### src/rtl/ldm_stm_pkg.sv
// Shared types and constants for the LDM/STM block-transfer sequencer.
package ldm_stm_pkg;

  typedef enum logic [1:0] {StIdle, StXfer, StWb} state_e;

  typedef enum logic [1:0] {AmodeIa, AmodeIb, AmodeDa, AmodeDb} amode_e;

  localparam logic [3:0] RegPc = 4'd15;
  localparam int unsigned WordBytes = 4;

  function automatic logic [4:0] popcount16(input logic [15:0] v);
    logic [4:0] c;
    c = '0;
    for (int i = 0; i < 16; i++) begin
      c = c + {4'd0, v[i]};
    end
    return c;
  endfunction

endpackage

### src/rtl/lowest_set_bit.sv
// Priority encoder: index of the lowest set bit of a 16-bit register list.
module lowest_set_bit (
  input  logic [15:0] vec_i,
  output logic [3:0]  idx_o,
  output logic        any_o
);

  // Scan downwards so the lowest set bit is the last to win.
  always_comb begin
    idx_o = '0;
    for (int i = 15; i >= 0; i--) begin
      if (vec_i[i]) idx_o = 4'(i);
    end
  end

  assign any_o = |vec_i;

endmodule

### src/rtl/ldm_stm_sequencer.sv
// LDM/STM sequencer: walks a register list, one register-file/memory transfer per handshake.
// Optional abort support is enabled by defining LDM_STM_ABORT_EN (adds abort_i / aborted_o).
module ldm_stm_sequencer
  import ldm_stm_pkg::*;
#(
  parameter int unsigned N = 32
) (
  input  logic         clk,
  input  logic         rst_n_i,
  input  logic         start_i,
  input  logic         load_i,
  input  logic [1:0]   amode_i,
  input  logic         writeback_i,
  input  logic [3:0]   base_reg_i,
  input  logic [15:0]  reg_list_i,
  input  logic [N-1:0] base_addr_i,
`ifdef LDM_STM_ABORT_EN
  input  logic         abort_i,
  output logic         aborted_o,
`endif
  output logic         busy_o,
  output logic         done_o,
  output logic         error_o,
  output logic [3:0]   rf_read_addr_o,
  input  logic [N-1:0] rf_read_data_i,
  output logic [3:0]   rf_write_addr_o,
  output logic [N-1:0] rf_write_data_o,
  output logic         rf_write_enable_o,
  output logic         mem_valid_o,
  input  logic         mem_ready_i,
  output logic         mem_write_o,
  output logic [N-1:0] mem_addr_o,
  output logic [N-1:0] mem_wdata_o,
  input  logic [N-1:0] mem_rdata_i
);

  state_e       state_q;
  logic [15:0]  list_q;
  logic [N-1:0] addr_q;
  logic [N-1:0] final_q;
  logic         load_q;
  logic         wb_go_q;
  logic [3:0]   base_reg_q;
  logic         done_q;

  logic [4:0]   cnt;
  logic [N-1:0] span;
  logic [N-1:0] word;
  logic [N-1:0] first_addr;
  logic [N-1:0] final_base;
  logic [3:0]   cur_reg;
  logic         list_any;
  logic [15:0]  list_next;
  logic         hs;
  logic         abort_req;

  lowest_set_bit u_lsb (
    .vec_i (list_q),
    .idx_o (cur_reg),
    .any_o (list_any)
  );

  assign cnt  = popcount16(reg_list_i);
  assign span = N'({cnt, 2'b00});
  assign word = N'(WordBytes);

  always_comb begin
    first_addr = base_addr_i;
    final_base = base_addr_i + span;
    unique case (amode_i)
      AmodeIa: first_addr = base_addr_i;
      AmodeIb: first_addr = base_addr_i + word;
      AmodeDa: begin
        first_addr = base_addr_i - span + word;
        final_base = base_addr_i - span;
      end
      AmodeDb: begin
        first_addr = base_addr_i - span;
        final_base = base_addr_i - span;
      end
      default: ;
    endcase
  end

  assign list_next = list_q & ~(16'd1 << cur_reg);
  assign hs        = (state_q == StXfer) && mem_ready_i;

`ifdef LDM_STM_ABORT_EN
  logic aborted_q;
  assign abort_req = abort_i;
  assign aborted_o = aborted_q;
`else
  assign abort_req = 1'b0;
`endif

  always_ff @(posedge clk or negedge rst_n_i) begin
    if (!rst_n_i) begin
      state_q    <= StIdle;
      list_q     <= '0;
      addr_q     <= '0;
      final_q    <= '0;
      load_q     <= 1'b0;
      wb_go_q    <= 1'b0;
      base_reg_q <= '0;
      done_q     <= 1'b0;
`ifdef LDM_STM_ABORT_EN
      aborted_q  <= 1'b0;
`endif
    end else begin
      done_q <= 1'b0;
`ifdef LDM_STM_ABORT_EN
      aborted_q <= 1'b0;
`endif
      unique case (state_q)
        StIdle: begin
          if (start_i) begin
            load_q     <= load_i;
            base_reg_q <= base_reg_i;
            list_q     <= reg_list_i;
            addr_q     <= first_addr;
            final_q    <= final_base;
            // A loaded base register beats the written-back address.
            wb_go_q    <= writeback_i && !(load_i && reg_list_i[base_reg_i]);
            if (reg_list_i == '0) done_q  <= 1'b1;
            else                  state_q <= StXfer;
          end
        end
        StXfer: begin
          if (hs) begin
            list_q <= list_next;
            addr_q <= addr_q + word;
          end
          if (abort_req) begin
            state_q <= StIdle;
            done_q  <= 1'b1;
`ifdef LDM_STM_ABORT_EN
            aborted_q <= 1'b1;
`endif
          end else if (hs && list_next == '0) begin
            if (wb_go_q) begin
              state_q <= StWb;
            end else begin
              state_q <= StIdle;
              done_q  <= 1'b1;
            end
          end
        end
        StWb: begin
          state_q <= StIdle;
          done_q  <= 1'b1;
        end
        default: state_q <= StIdle;
      endcase
    end
  end

  always_comb begin
    rf_read_addr_o    = '0;
    rf_write_addr_o   = '0;
    rf_write_data_o   = '0;
    rf_write_enable_o = 1'b0;
    error_o           = 1'b0;
    if (state_q == StXfer) begin
      if (!load_q) begin
        rf_read_addr_o = cur_reg;
      end else if (mem_ready_i) begin
        if (cur_reg == RegPc) begin
          error_o = 1'b1;
        end else begin
          rf_write_enable_o = 1'b1;
          rf_write_addr_o   = cur_reg;
          rf_write_data_o   = mem_rdata_i;
        end
      end
    end else if (state_q == StWb) begin
      if (base_reg_q == RegPc) begin
        error_o = 1'b1;
      end else begin
        rf_write_enable_o = 1'b1;
        rf_write_addr_o   = base_reg_q;
        rf_write_data_o   = final_q;
      end
    end
  end

  assign busy_o      = (state_q != StIdle);
  assign done_o      = done_q;
  assign mem_valid_o = (state_q == StXfer) && list_any;
  assign mem_write_o = mem_valid_o && !load_q;
  assign mem_addr_o  = addr_q;
  assign mem_wdata_o = mem_write_o ? rf_read_data_i : '0;

endmodule
### config.mk
export PLATFORM = sky130hd
export DESIGN_NAME = ldm_stm_sequencer
export DESIGN_NICKNAME = d
export VERILOG_FILES = /design/src/rtl/ldm_stm_pkg.sv /design/src/rtl/lowest_set_bit.sv /design/src/rtl/ldm_stm_sequencer.sv
export SDC_FILE = /design/constraint.sdc
export NUM_CORES = 1
export LEC_CHECK = 0
export BUFFER_PORTS_ARGS = -buffer_cell sky130_fd_sc_hd__buf_2
export CORE_MARGIN = 3
export CORE_UTILIZATION = 40
export DETAILED_ROUTE_END_ITERATION = 10
export PLACE_DENSITY = 0.73
export SLEW_MARGIN = 0
export SYNTH_ARGS = -nofsm -noshare
export SYNTH_HDL_FRONTEND = slang
export SYNTH_SLANG_ARGS = --single-unit
### constraint.sdc
create_clock -name clk -period 2.85 [get_ports clk]
set_input_delay 0.57 -clock clk [delete_from_list [all_inputs] [get_ports clk]]
set_output_delay 0.57 -clock clk [all_outputs]
set_load 0.005 [all_outputs]
==> impl.org, run 1 <==
** Placement
- The HPWL after detailed placement is 33940 um.
- Gpl congestion :: 1.033
- Number of buffer cells added on primary ports :: 233
- Number of placed instances with taps included :: 2010

** Critical path
- Element type at the critical path end :: flop
- The endpoint identified for the worst register-to-register timing path is state_q[1].
- Capture point of the worst path :: mem_addr_o[7]
- Critical-path maximum fanout :: 3
- The worst register-to-register path has a setup slack of 0.12 ns.
- Endpoint arrival time on the critical path :: 6.23 ns
- Worst Setup SP :: reg_list_i[3]
- The worst register-to-register path begins at list_q[11].
- Nature of the critical path startpoint :: input pin
- Path type of the worst setup path :: input pin to flop
- Required time at the endpoint of the critical path :: 3.10 ns
- Worst-case reg-to-reg path depth :: 13

** Layout
- The library cell used most frequently in the layout, excluding fill and tap cells, is buf_4.
- From synthesis to final layout, the design area changed by 59.94%.
- Of the cells placed in the final design, the portion with a size suffix greater than 1 is 46.13%.
- Count of inserted antenna diode cells :: 0
- Most frequent cells in the layout :: buf_4 (274), buf_2 (223), nand2_1 (156), dfrtp_1 (89), nor2_1 (85)
- The finished layout holds 2071 standard cells, fillers aside.
- The net count of the finished layout is 1910.

** GRT
- Entering global routing, the biggest net connects 89 pins.
- In the global route stage, overall resource usage came out at 34.02%.
- The first global-routing pass estimated 68540 um of wire.
- For this run the aggregate overflow at the end of global routing stands at 0.
- The via count of the first global-routing pass was 11960.
- The initial antenna violation count was 0.

** STA
- Setup repair after global routing could not meet its margin everywhere.
- Static timing analysis puts the maximum clock frequency at 167.1 MHz.
- Transition at the pin with the smallest max-transition slack :: 0.6063 ns
- In the post-route analysis, the smallest setup slack over all paths is -3.135 ns.
- The final count of hold timing violations was 0.
- Post-Route Hold Slack :: 0.2171 ns
- The number of max-slew violations in the final report was 0.
- The worst path uses 210.0% of the clock period.
- Setup TNS :: -172.84 ns
- The worst pin sits at a relative slew slack of 59.58%.
- Final min period :: 5.985 ns
- Setup violations remaining at the end of the flow were counted as 98.
- Setup skew after layout :: 0.01475 ns

** Synth
- Number of enable flip-flop cells after synthesis :: 0
- Top FF cell, synth :: dfrtp_1
- Synthesized Nets :: 1429
- After technology mapping, the gate count stands at 1272.
- Number of warnings reported in the yosys synthesis log :: 0
- In this run, synthesis produced a sequential element count of 89.
- Fraction of the yosys area taken by sequential cells :: 23.71%
- Unique masters post-synth :: 85
- After synthesis, the share of flip-flops with an asynchronous set or reset is 100.0%.
- Each instance of the synthesized netlist takes up on average 7.385 um2.
- Post-synthesis instance area :: 0.009394 mm2

** Route
- In the detailed route, the total length drawn on met2 is 21000 um.
- Via total after detailed routing :: 12220
- Avg Vias per Cell :: 5.901
- Before antenna repair, the detailed router went through 6 iterations.
- Met3 WL :: 4131 um
- After detailed routing, the total wire length is 44910 um.
- The detailed router finished its first iteration with 1425 violations.
- Dividing the detail-routed wire length by the instance count gives 21.68 um.
- Number of routed nets with antenna violations :: 0
- Highest routed layer :: met4
- In the final routing, the length of wire on met1 measures 17470 um.
- In the routed design, unresolved DRC markers number 0.

** Power and ir drop
- Logic gate share of total power :: 73.4%
- Power spread over the standard cell area amounts to 928.7 mW/mm2.
- Internal power component :: 7369 uW
- The analysis attributes to cell leakage a power of 0.006807 uW.
- Relative contribution of sequential cells to total power :: 17.6%
- Overall power consumption after layout is estimated at 13950 uW.
- Switching share of power :: 47.19%
- Clock Power Share :: 9.0%
- VDD sags by at most 0.6864 mV.
- For this design the total switching power over the nets is 6585 uW.

** Floorplanning
- The die is 159.3 um wide.
- Cell Rows :: 55
- For this configuration, the core starts out at a cell density of 41.12%.
- Die footprint :: 0.02536 mm2
- The die is 159.3 um tall.
- Total core area :: 0.02285 mm2
- I/O pin cnt :: 234

** Min path
- Tightest Hold Check Type :: input pin to asynchronous set/reset pin

** CTS
- The clock tree synthesis step divided the H-tree into 3 levels.
- Maximum count of clock buffers along a single path :: 2
- In this run, CTS created clock tree buffers numbering 9.
- Clk root buf :: clkbuf_16
- TritonCTS built the clock tree.
- Clock insertion delay at the later pin of the skew report :: 0.37 ns
- Sink count of the clock tree :: 89
- CTS clock-pin slew for the worst setup and hold paths :: 0.08 ns

** Job
- Across the run, the number of max-cap violations was 0.

** Status
- Outcome :: complete, but fails checks
- The checks that failed: negative setup slack.
state kept, by name (all words and copies together), names as in the netlist:
register	cells
state_q	2
base_reg_q	4
done_o	1
list_q	16
mem_addr_o	32
load_q	1
final_q	32
wb_go_q	1
area by class of cell:
cell class / instances / area, um2
inverter: 66 / 262.8
clock buffer: 9 / 225.2
tap: 313 / 391.6
sequential: 89 / 2227
clock inverter: 7 / 67.56
timing repair buffer: 559 / 3988
fill: 1962 / 7823
multi-input combinational: 1028 / 7863
kinds of logic after synthesis:
logic type / count (synthesis) / share of synthesized area, %
compound gates: 378 / 26.44
xor+xnor: 71 / 6.620
fa+ha+maj: 33 / 5.354
buf+inv: 155 / 6.327
flops: 89 / 23.71
mux: 24 / 3.303
simple gates: 522 / 28.25
worst max-delay path, cell delays in order:
cell and delay (ns):
buf_8 0.08, inv_4 0.03, fa_2 0.60, fa_1 0.45, fa_1 0.47, fa_1 0.53, inv_2 0.05, ha_4 0.17
fa_2 0.59, inv_2 0.06, fa_2 0.43, buf_6 0.15, xnor2_2 0.16, mux2i_1 0.12, or3_4 0.44, a2111oi_4 0.27
buf_4 0.22, xnor2_1 0.09, a221o_1 0.30, and3_4 0.18, o221a_2 0.26
how the worst min path moves through the flow:
| stage | slack (ns) | start | to |
|---|---|---|---|
| after floorplan | 0.27 | rst_n_i | base_reg_q[0] |
| after global placement | 0.46 | mem_addr_o[1] | mem_addr_o[1] |
| after detailed placement | 0.46 | mem_addr_o[0] | mem_addr_o[0] |
| after CTS | 0.22 | rst_n_i | mem_addr_o[31] |
| after global routing | 0.25 | rst_n_i | state_q[1] |
| final | 0.22 | rst_n_i | state_q[0] |
per-layer routing:
| metal | track usage [%] | up-vias |
|---|---|---|
| met5 | 0 | - |
| met4 | 15.44 | 0 |
| met3 | 6.764 | 120 |
| met2 | 55.58 | 737 |
| met1 | 43.59 | 5812 |
| li1 | - | 5553 |
repair_timing:
action | in CTS | in global routing
gates resized for setup | 215 | 78
endpoints found under the setup margin | 104 | 106
pin swaps | 104 | 75
hold buffers | 0 | 0
cloned | 4 | 0
buffers inserted | 39 | 19
per-stage QoR:
stage	cell area (um2)	worst slack, ns	utilization (%)
6_report	15020	-3.135	65.76
5_1_grt	15020	-3.297	65.76
4_1_cts	14630	-3.044	64.05
3_5_place_dp	13090	-3.526	57.29
3_3_place_gp	13090	-3.495	57.29
2_1_floorplan	9714	-3.250	-
power by group through the flow:
stage / sequential (uW) / clock (uW) / combinational (uW)
6_report: 2460 / 1250 / 10200
5_1_grt: 2520 / 1320 / 11000
4_1_cts: 2430 / 1260 / 9630
3_5_place_dp: 2440 / 0 / 7940
3_3_place_gp: 2420 / 0 / 7850
2_1_floorplan: 2290 / 0 / 4420
cells in the mapped netlist, types with 8 or more instances:
cell type	count	area, um2
nand2b_1	17	106.4
a21oi_1	75	375.4
a211oi_1	9	67.56
nor2_1	98	367.9
o21ai_0	110	550.5
o22ai_1	20	125.1
xnor2_1	44	385.4
dfrtp_1	89	2227
nor3_1	25	125.1
nor4_1	24	150.1
nand4_1	22	137.6
ha_1	21	262.8
inv_1	66	247.7
or3_1	13	81.33
clkbuf_1	72	270.3
and3_1	19	118.9
mux2i_1	13	130.1
a22o_1	39	341.6
and2_1	45	281.5
fa_1	12	240.2
o31ai_1	14	105.1
o211ai_1	9	67.56
a32oi_1	9	78.83
buf_1	9	33.78
xor2_1	27	236.5
a21o_1	8	60.06
a31oi_1	16	100.1
nand2_1	169	634.4
nand3_1	38	190.2
(Power assumes the default switching activity.)
==> run 2: changes to the inputs <==
--- a/config.mk
+++ b/config.mk
@@ -5,11 +5,12 @@
 export SDC_FILE = /design/constraint.sdc
 export NUM_CORES = 1
 export LEC_CHECK = 0
+export ABC_AREA = 1
 export BUFFER_PORTS_ARGS = -buffer_cell sky130_fd_sc_hd__buf_2
 export CORE_MARGIN = 3
 export CORE_UTILIZATION = 40
 export DETAILED_ROUTE_END_ITERATION = 10
-export PLACE_DENSITY = 0.73
+export PLACE_DENSITY = 0.72
 export SLEW_MARGIN = 0
 export SYNTH_ARGS = -nofsm -noshare
 export SYNTH_HDL_FRONTEND = slang
==> impl.org, run 2 <==
** Status
- Outcome: complete, but fails checks (unchanged).
- Violated checks: negative setup slack (unchanged).

** Critical path
- Critical-path maximum fanout :: 4 (was 3)
- Nature of the critical path startpoint :: input pin (unchanged)
- Slack of the worst reg-to-reg path :: 0.12 ns (about the same)
- Worst R2R End :: mem_addr_o[22] (was state_q[1])
- Element type at the critical path end :: flop (unchanged)
- Library cell contributing the largest single delay on the critical path :: fa_1 (was fa_2)
- Delay of the slowest critical-path stage :: 0.54 ns (was 0.60 ns)
- The path depth of the worst reg2reg path was 13 (unchanged).
- The required time of the critical path was 3.15 ns (was 3.10 ns).
- The arrival time at the worst endpoint came to 5.87 ns (was 6.23 ns).
- Path type of the worst setup path :: input pin to flop (unchanged)
- Launch instance of the worst register-to-register path :: mem_addr_o[2] (was list_q[11])
- Cell repeated most along the worst path :: nand2_4

** Power and ir drop
- Leak Pwr :: 0.008199 uW (was 0.006807 uW)
- The total power draw is 12960 uW (was 13950 uW).
- Maximum vdd drop :: 0.7903 mV (was 0.6864 mV)
- The power density normalized to cell area was 793.5 mW/mm2 (was 928.7 mW/mm2).

** Placement
- Worst slack, placed :: -3.282 ns (was -3.526 ns)
- Post-DP HPWL :: 35320 um (was 33940 um)
- Number of buffer cells added on primary ports :: 233 (unchanged)
- The area of placed instances was 0.01416 mm2 (was 0.01309 mm2).
- Gpl congestion :: 0.9885 (was 1.033)

** CTS
- H-tree depth :: 3 (unchanged)
- CTS clock-pin slew for the worst setup and hold paths :: 0.08 ns (about the same)
- TritonCTS clock tree :: yes (unchanged)
- The worst-case clock buffer depth came to 2 (unchanged).
- Clk root buf :: clkbuf_16 (unchanged)
- The number of clock sinks was 89 (unchanged).
- The number of hold buffers added after cts was 0 (unchanged).
- Clock insertion delay at the later pin of the skew report :: 0.37 ns (about the same)
- Number of buffers inserted during clock tree synthesis :: 9 (unchanged)

** STA
- Transition at the pin with the smallest max-transition slack :: 0.6870 ns (was 0.6063 ns)
- The post-layout worst setup margin was -2.714 ns (was -3.135 ns).
- The worst clock skew was 0.01351 ns (was 0.01475 ns).
- The period utilization was 195.2% (was 210.0%).
- The final count of hold timing violations came to 0 (unchanged).
- The total negative setup slack is -140.95 ns (was -172.84 ns).
- RSZ-0062 raised after global routing :: true (unchanged)
- Final setup violation count :: 97 (was 98)
- The number of max-slew violations in the final report came to 0 (unchanged).
- The time the final worst path needs with I/O delays and setup was 5.564 ns (was 5.985 ns).
- Worst-case headroom to the max-slew limit :: 54.20% (was 59.58%)
- Highest clock rate :: 179.7 MHz (was 167.1 MHz)

** Layout
- Most frequent cells in the layout: nand2_1 (367), buf_4 (294), inv_1 (224), buf_2 (224), nor2_1 (180) (was buf_4 (274), buf_2 (223), nand2_1 (156), dfrtp_1 (89), nor2_1 (85)).
- Area growth syn-to-layout :: 54.37% (was 59.94%)
- The commonest non-fill, non-tap cell in the layout is nand2_1 (was buf_4).
- The fraction of layout cells with a size suffix above 1 was 41.28% (was 46.13%).
- Summed area of non-filler cells in the final layout :: 0.01633 mm2 (was 0.01502 mm2)
- Count of nets after finishing :: 2441 (was 1910)
- Count of inserted antenna diode cells :: 0 (unchanged)
- Utilization after layout :: 63.73% (was 65.76%)

** Route
- The per-cell via count in the routed design came to 5.431 (was 5.901).
- Total length of routed wires :: 45960 um (was 44910 um)
- The DRC violations left came to 0 (unchanged).
- The DRC marker count from the first detailed-route iteration was 1218 (was 1425).
- The post-detailed-route wirelength per cell was 17.55 um (was 21.68 um).
- Count of TritonRoute iterations in the first routing pass :: 6 (unchanged)
- The residual antenna-violating net count after detailed routing is 0 (unchanged).
- The via count is 14220 (was 12220).

** Synth
- The average cell area after synthesis is 5.932 um2 (was 7.385 um2).
- Top cells by count, synth :: nand2_1 (445), inv_1 (252), nor2_1 (215) (was nand2_1 (169), o21ai_0 (110), nor2_1 (98))
- Most frequently used cell type in the post-synthesis netlist :: nand2_1 (unchanged)
- Gate count of the mapped netlist :: 1783 (was 1272)
- The number of distinct standard cells referenced by the synthesized netlist is 63 (was 85).
- Post-synthesis instance area :: 0.01058 mm2 (was 0.009394 mm2)
- Number of warnings reported in the yosys synthesis log :: 0 (unchanged)
- Top post-synthesis cells by area :: dfrtp_1 (21%), nand2_1 (16%), inv_1 (8.9%) (was dfrtp_1 (24%), nand2_1 (6.8%), o21ai_0 (5.9%))
- The number of enable flip-flop cells after synthesis is 0 (unchanged).
- Synthesized Nets :: 1940 (was 1429)
- The cell type with the largest total area after synthesis is dfrtp_1 (unchanged).
- Number of storage elements in the synthesis netlist :: 89 (unchanged)
- Share of the synthesized area in the top cell type :: 21.06% (was 23.71%)
- Fraction of the yosys area taken by sequential cells :: 21.06% (was 23.71%)
- The fraction of registers with async set or reset after synthesis was 100.0% (unchanged).
- Top FF cell, synth :: dfrtp_1 (unchanged)

** GRT
- Global route hottest layer :: met2 (unchanged)
- Largest net degree at the start of global routing :: 61 (was 89)
- The global-route track usage on met2 is 56.08% (was 55.58%).
- The global routing met1 resource utilization is 37.22% (was 43.59%).
- The overall track demand over capacity in global routing came to 30.85% (was 34.02%).
- The met3 global-route usage came to 2.662% (was 6.764%).
- Initial antenna violation count :: 1 (was 0)
- Via count of the first global-routing pass :: 13490 (was 11960)
- The first-pass GRT wire length is 70180 um (was 68540 um).
- The total grt overflow was 0 (unchanged).

** Floorplanning
- Cell Rows :: 58 (was 55)
- Horizontal die dimension :: 168.6 um (was 159.3 um)
- The height of the chip came to 168.6 um (was 159.3 um).
- Initial standard-cell utilization of the core :: 41.29% (was 41.12%)
- Die footprint :: 0.02843 mm2 (was 0.02536 mm2)
- The I/O pin count came to 234 (unchanged).
- Total core area :: 0.02562 mm2 (was 0.02285 mm2)

** Min path
- Tightest Hold Check Type :: input pin to asynchronous set/reset pin (unchanged)

** Job
- Number of max-capacitance violations reported :: 0 (unchanged)
-- run 2: cell families after synthesis --
logic type | count (synthesis) | share of synthesized area, %
XOR/XNOR | 21 | 1.881
AO/OA/AOI/OAI | 309 | 17.69
adder cells (fa/ha/maj) | 33 | 4.756
flip-flops | 89 | 21.06
buffers and inverters | 343 | 12.74
AND/OR/NAND/NOR | 988 | 41.88
-- run 2: repair_timing --
action                     in CTS  in global routing
pin swaps                      73                 93
gates resized for setup       196                162
setup endpoints to repair     125                127
setup buffers                  35                 27
cloned                          3                  0
-- run 2: how the worst max path moves through the flow --
| stage | start | cells past startpoint | endpoint |
|---|---|---|---|
| finish | reg_list_i[9] | 30 | mem_addr_o[27] |
| global route | reg_list_i[11] | 30 | mem_addr_o[27] |
| CTS | reg_list_i[11] | 27 | mem_addr_o[16] |
| detailed placement | reg_list_i[0] | 30 | mem_addr_o[27] |
| global placement | reg_list_i[0] | 30 | mem_addr_o[27] |
| floorplan | reg_list_i[0] | 26 | mem_addr_o[16] |
-- run 2: worst max-delay path, delay by kind of cell --
family | cells | cell delay (ns)
xor gates and xnor gates | 1 | 0.19
AOI/OAI and AO/OA | 4 | 0.69
adders and majority gates | 7 | 2.82
and+or+nand+nor | 13 | 1.25
buffers and inverters | 5 | 0.33
-- run 2: area by class of cell --
class / count / area [um2]
Inverter: 269 / 1062
Fill cell: 2307 / 9290
Tap cell: 330 / 412.9
Multi-Input combinational cell: 1351 / 8334
Clock buffer: 10 / 229.0
Timing Repair Buffer: 564 / 3971
Clock inverter: 6 / 90.09
Sequential cell: 89 / 2227
-- run 2: power breakdown --
part,switching (uW),internal [uW]
Clock,601,775
Combinational,5100,4130
Sequential,506,1850
Total,6200,6750
-- run 2: per-stage QoR --
step	std cells	hold WS, ns
floorplan	1783	0.2744
global placement	2541	0.4669
detailed placement	2541	0.4730
CTS	2594	0.2016
global route	2619	0.2178
finish	2619	0.1734
-- run 2: layer usage --
metal | vias up | routed length (um) | share of wire, %
li1 | 6790 | - | -
met1 | 6634 | 17790 | 39
met2 | 629 | 23020 | 50
met3 | 169 | 2696 | 5.9
met4 | 2 | 2432 | 5.3
met5 | - | 8 | 0.017
